==> config.mk <==
export PLATFORM = sky130hd
export DESIGN_NAME = game_tick_scheduler
export DESIGN_NICKNAME = d
export VERILOG_FILES = /design/src/rtl/game_tick_pkg.sv /design/src/rtl/game_tick_channel.sv /design/src/rtl/game_tick_scheduler.sv
export SDC_FILE = /design/constraint.sdc
export NUM_CORES = 1
export LEC_CHECK = 0
export CORE_UTILIZATION = 40
export CTS_CLUSTER_SIZE = 40
export DETAILED_ROUTE_END_ITERATION = 10
export PLACE_DENSITY = 0.6
export SETUP_SLACK_MARGIN = 0.15
export SYNTH_ARGS = -nofsm -noshare
export SYNTH_HDL_FRONTEND = slang
export SYNTH_SLANG_ARGS = --single-unit
export TNS_END_PERCENT = 30
==> constraint.sdc <==
create_clock -name clk -period 6.5 [get_ports clk]
set_clock_uncertainty 0.05 [all_clocks]
set_input_delay 1.625 -clock clk [delete_from_list [all_inputs] [get_ports clk]]
set_output_delay 1.625 -clock clk [all_outputs]
set_load 0.02 [all_outputs]
==> src/rtl/game_tick_pkg.sv <==
// Shared encodings and default widths for the game tick scheduler.
package game_tick_pkg;

  localparam int unsigned STATE_W        = 2;
  localparam int unsigned DEF_PRESCALE_W = 16;
  localparam int unsigned DEF_PERIOD_W   = 10;

  typedef enum logic [STATE_W-1:0] {
    ST_IDLE   = 2'b00,
    ST_RUN    = 2'b01,
    ST_PAUSED = 2'b10
  } state_e;

endpackage

==> src/rtl/game_tick_channel.sv <==
// One tick channel: programmable period, base-tick counter and registered tick output.
module game_tick_channel
  import game_tick_pkg::*;
#(
  parameter int unsigned PERIOD_W   = DEF_PERIOD_W,
  parameter int unsigned DEF_PERIOD = 8
) (
  input  logic                clk,
  input  logic                reset,
  input  logic                base_tick,
  input  logic                period_we,
  input  logic [PERIOD_W-1:0] period_new,
  input  logic                cnt_clr,
  output logic [PERIOD_W-1:0] period,
  output logic                tick
);

  logic [PERIOD_W-1:0] period_q, period_d;
  logic [PERIOD_W-1:0] cnt_q, cnt_d;
  logic                tick_q, tick_d;

  always_ff @(posedge clk or negedge reset) begin
    if (!reset) begin
      period_q <= PERIOD_W'(DEF_PERIOD);
      cnt_q    <= '0;
      tick_q   <= 1'b0;
    end else begin
      period_q <= period_d;
      cnt_q    <= cnt_d;
      tick_q   <= tick_d;
    end
  end

  always_comb begin
    period_d = period_q;
    cnt_d    = cnt_q;
    tick_d   = 1'b0;
    if (period_we) begin
      period_d = period_new;
    end
    // A clear (config write or idle) overrides a coincident base tick.
    if (cnt_clr) begin
      cnt_d = '0;
    end else if (base_tick) begin
      if (period_q == '0) begin
        cnt_d = '0;
      end else if (cnt_q >= period_q - 1'b1) begin
        cnt_d  = '0;
        tick_d = 1'b1;
      end else begin
        cnt_d = cnt_q + 1'b1;
      end
    end
  end

  assign period = period_q;
  assign tick   = tick_q;

endmodule

==> src/rtl/game_tick_scheduler.sv <==
// Shared prescaler, run/pause/stop FSM and per-channel tick generation.
// Optional SINGLE_STEP_EN: a step pulse in PAUSED issues one base tick.
module game_tick_scheduler
  import game_tick_pkg::*;
#(
  parameter int unsigned PRESCALE_W = DEF_PRESCALE_W,
  parameter int unsigned PRESCALE   = 50000,
  parameter int unsigned NUM_CH     = 4,
  parameter int unsigned PERIOD_W   = DEF_PERIOD_W,
  parameter int unsigned DEF_PERIOD = 8,
  parameter int unsigned MIN_PERIOD = 2
) (
  input  logic                      clk,
  input  logic                      reset,
  input  logic                      start,
  input  logic                      pause,
  input  logic                      stop,
  input  logic                      step,
  input  logic                      cfg_we,
  input  logic [$clog2(NUM_CH)-1:0] cfg_ch,
  input  logic [PERIOD_W-1:0]       cfg_period,
  input  logic                      speed_up,
  output logic                      base_tick,
  output logic [NUM_CH-1:0]         tick,
  output logic [STATE_W-1:0]        state
);

  state_e                state_q, state_d;
  logic [PRESCALE_W-1:0] presc_q, presc_d;
  logic                  wrap;
  logic                  step_tick;
  logic                  speed_dec;
  logic [PERIOD_W-1:0]   period [NUM_CH];

  // State register
  always_ff @(posedge clk or negedge reset) begin
    if (!reset) begin
      state_q <= ST_IDLE;
      presc_q <= '0;
    end else begin
      state_q <= state_d;
      presc_q <= presc_d;
    end
  end

  // Next state: stop > pause > start
  always_comb begin
    state_d = state_q;
    if (stop) begin
      state_d = ST_IDLE;
    end else if (pause && state_q == ST_RUN) begin
      state_d = ST_PAUSED;
    end else if (start && (state_q == ST_IDLE || state_q == ST_PAUSED)) begin
      state_d = ST_RUN;
    end else if (state_q != ST_RUN && state_q != ST_PAUSED) begin
      state_d = ST_IDLE;
    end
  end

  always_comb begin
    presc_d = '0;
    case (state_q)
      ST_RUN:    presc_d = wrap ? '0 : presc_q + 1'b1;
      ST_PAUSED: presc_d = presc_q;
      default:   presc_d = '0;
    endcase
  end

  // Outputs
  always_comb begin
    wrap = (state_q == ST_RUN) && (presc_q == PRESCALE_W'(PRESCALE - 1));
`ifdef SINGLE_STEP_EN
    step_tick = (state_q == ST_PAUSED) && step;
`else
    step_tick = 1'b0;
`endif
    base_tick = wrap || step_tick;
    state     = state_q;
  end

`ifndef SINGLE_STEP_EN
  logic unused_step;
  assign unused_step = step;
`endif

  // Speed-up saturates at MIN_PERIOD; the counter keeps running.
  assign speed_dec = speed_up && (period[0] > PERIOD_W'(MIN_PERIOD));

  for (genvar i = 0; i < NUM_CH; i++) begin : g_ch
    logic                cfg_hit;
    logic                period_we;
    logic [PERIOD_W-1:0] period_new;

    assign cfg_hit = cfg_we && (cfg_ch == ($clog2(NUM_CH))'(i));

    if (i == 0) begin : g_speed
      assign period_we  = cfg_hit || speed_dec;
      assign period_new = cfg_hit ? cfg_period : period[0] - 1'b1;
    end else begin : g_plain
      assign period_we  = cfg_hit;
      assign period_new = cfg_period;
    end

    game_tick_channel #(
      .PERIOD_W   (PERIOD_W),
      .DEF_PERIOD (DEF_PERIOD)
    ) u_channel (
      .clk        (clk),
      .reset      (reset),
      .base_tick  (base_tick),
      .period_we  (period_we),
      .period_new (period_new),
      .cnt_clr    (cfg_hit || state_q == ST_IDLE),
      .period     (period[i]),
      .tick       (tick[i])
    );
  end

endmodule
==> impl_metrics.ini <==
[run_status]
outcome = finished, final reports clean

[layout]
fillers = 1447
final_cell_mix = dfrtp_1, nand2_1, nor2_1, ha_1, xnor2_1
nNetsFinal = 783
syn_to_final_growth_pct = 11.6
drive_above_1_share_pct = 8.25
insertedDiodeCount = 0
layout_commonest_cell = dfrtp_1

[worst_setup_path]
required_ns = 4.83
r2r_setup_slack_ns = 2.90
r2r_start = g_ch[2].u_channel.period[0]
slowest_stage = clkdlybuf4s50_1
cp-startpoint = presc_q[11]
critPathArrivalTime_ns = 2.55
path_class = reg -> out
max_stage_delay_ns = 0.61
cp_max_fo = 7
cp-end-kind = output port
start_kind = flip-flop
crit_chain = or4_1 > nor2_4 > nand3_1 > inv_1 > clkdlybuf4s50_1

[run]
max-cap-violations = 0

[routing]
wl_per_cell_um = 15.4
drcViolationCount = 0
viasPerCell = 5.39
vias = 4992
drtPass1Iterations = 4
ant_nets = 0
wl_mm = 14.2
drt_iter0_drc = 253

[global_routing]
grt_max_degree = 60
grtUsageTotal_pct = 18.5
grt_pass1_wl_mm = 24.1
grt-ovfl-total = 0
grt_pass1_vias = 4976
antenna_found_initial = 0

[die]
fp.dieW_um = 128
rows = 45
die_h_um = 128
initial_utilization_pct = 41.6
coreArea_mm2 = 0.0154
ios = 27
die_area_mm2 = 0.0165

[placement]
gp_congestion = 0.798
io_buffers = 25
hpwl_mm = 10.5

[synthesis]
syn_nets = 764
async_flop_share_pct = 100
ys_top_cells_by_area = dfrtp_1, ha_1, nand2_1, xnor2_1, mux2_2
synth_top_area_share_pct = 38.4
ys_types = 55
avgSynthCellArea_um2 = 9.25
yosys_warnings = 0
synth_top_area_cell = dfrtp_1
synth_cells = 691
ys_ff_latch = 102
netlist_area_mm2 = 0.00639
synth_edf_count = 0
synth_ff_type = dfrtp_1
yosysSeqAreaShare_pct = 40.0

[clocking]
cts_buffers = 9
hold_buffers = 0
post_cts.repair.setup_buffers = 0
cts_root_buf = clkbuf_16
clockBufferDepth = 2
cts_resized = 0
cts_tree = done
h-tree-depth = 3
cts_sinks = 102
path_clk_slew_ns = 0.07
insertion_delay_ns = 0.35

[pwr]
power_density_mw_per_mm2 = 250
p_total_mw = 1.78
p_sw_share_pct = 32.0
internal_power_mw = 1.21
combPwrFrac_pct = 24.6
p_leak_nw = 3.12
pwr-share-seq_pct = 44.3
clkPwrFrac_pct = 31.1
ir_drop_mv = 0.139
switchingPower_uw = 569

[timing]
drv_slew = 0
setup_viol = 0
grt_setup_unrepaired = false
hold_viol = 0
max_freq_ghz = 0.237
tightest_slew_ns = 1.12
fin_crit_ns = 4.22
slew_headroom_pct = 25.0
setup_tns_ns = 0
min_period_over_period_pct = 65.0

[hold_path]
hp-start = g_ch[2].u_channel.period[3]
hold_path.class = reg -> reg
==> critical path: cells and delay by family (launching register included) <==
family	cells	cell delay, ns
and+or+nand+nor	3	1.01
DFF	1	0.45
buffers and inverters	2	0.75
==> layout make-up <==
| cell class | count | area [um2] | share of cell area, % |
|---|---|---|---|
| repair buffers | 29 | 278 | 3.89 |
| well taps | 211 | 264 | 3.70 |
| multi-input cells | 547 | 3650 | 51.2 |
| inverters | 21 | 78.8 | 1.11 |
| clock inverters | 5 | 58.8 | 0.825 |
| flip-flops and latches | 102 | 2560 | 35.9 |
| clock buffers | 11 | 243 | 3.40 |
==> cell families after synthesis <==
logic type	Yosys count	share of synthesized area (%)
buffers and inverters	42	2.88
flip-flops	102	40.0
XOR/XNOR	57	7.81
AND/OR/NAND/NOR	302	23.9
AO/OA/AOI/OAI	114	11.3
adder cells (fa/ha/maj)	53	10.4
multiplexers	21	3.68
==> state kept, by name, summed over array words and instances, names as in the netlist <==
register               cells
g_ch.u_channel.cnt_q      40
g_ch.u_channel.period     40
g_ch.u_channel.tick        4
presc_q                   16
state                      2
==> Yosys cell counts (9+ instances only) <==
library cell  number
inv_1             21
o21ai_0           36
xor2_1            17
clkbuf_1          13
nand2_1           94
nor3_1            31
nor2_1            53
nand3_1           39
a21o_1            13
dfrtp_1           98
ha_1              53
a21oi_1           32
nor3b_1            9
mux2_2            20
xnor2_1           40
nand4_1           11
a22o_1            10
==> power groups by stage <==
stage | Sequential [mW] | Combinational, mW | Clock [mW]
2_1_floorplan | 0.774 | 0.336 | 0
3_3_place_gp | 0.794 | 0.420 | 0
3_5_place_dp | 0.796 | 0.438 | 0
4_1_cts | 0.787 | 0.442 | 0.575
5_1_grt | 0.802 | 0.503 | 0.594
6_report | 0.788 | 0.437 | 0.554
==> per-layer routing <==
| layer | vias up | global-route usage [%] | share of wire [%] |
|---|---|---|---|
| li1 | 2473 | - | - |
| met1 | 2437 | 24.3 | 48 |
| met2 | 71 | 31.6 | 48 |
| met3 | 11 | 3.24 | 3.2 |
| met4 | 0 | 4.78 | 1.0 |
| met5 | - | 0 | 0 |
==> final timing paths <==
kind / end / cells after the start
worst max register to register: g_ch[2].u_channel.cnt_q[2] / 11
max in group asynchronous: g_ch[1].u_channel.cnt_q[9] / 2
worst min register to register: g_ch[2].u_channel.period[3] / 2
worst min-delay path: g_ch[2].u_channel.period[3] / 2
worst max-delay path: base_tick / 5
min in group asynchronous: g_ch[3].u_channel.cnt_q[5] / 1
==> metrics by stage <==
stage	std cells	hold slack, ns	util, %	setup slack, ns	area [um2]
after floorplan	691	0.408	-	3.30	6390
after global placement	910	0.430	44.4	2.50	6830
after global routing	926	0.453	46.4	2.15	7130
after detailed placement	910	0.432	44.4	2.40	6830
final	926	0.439	46.4	2.28	7130
after CTS	926	0.444	46.4	2.23	7130
Power figures use the tool's default switching activity.
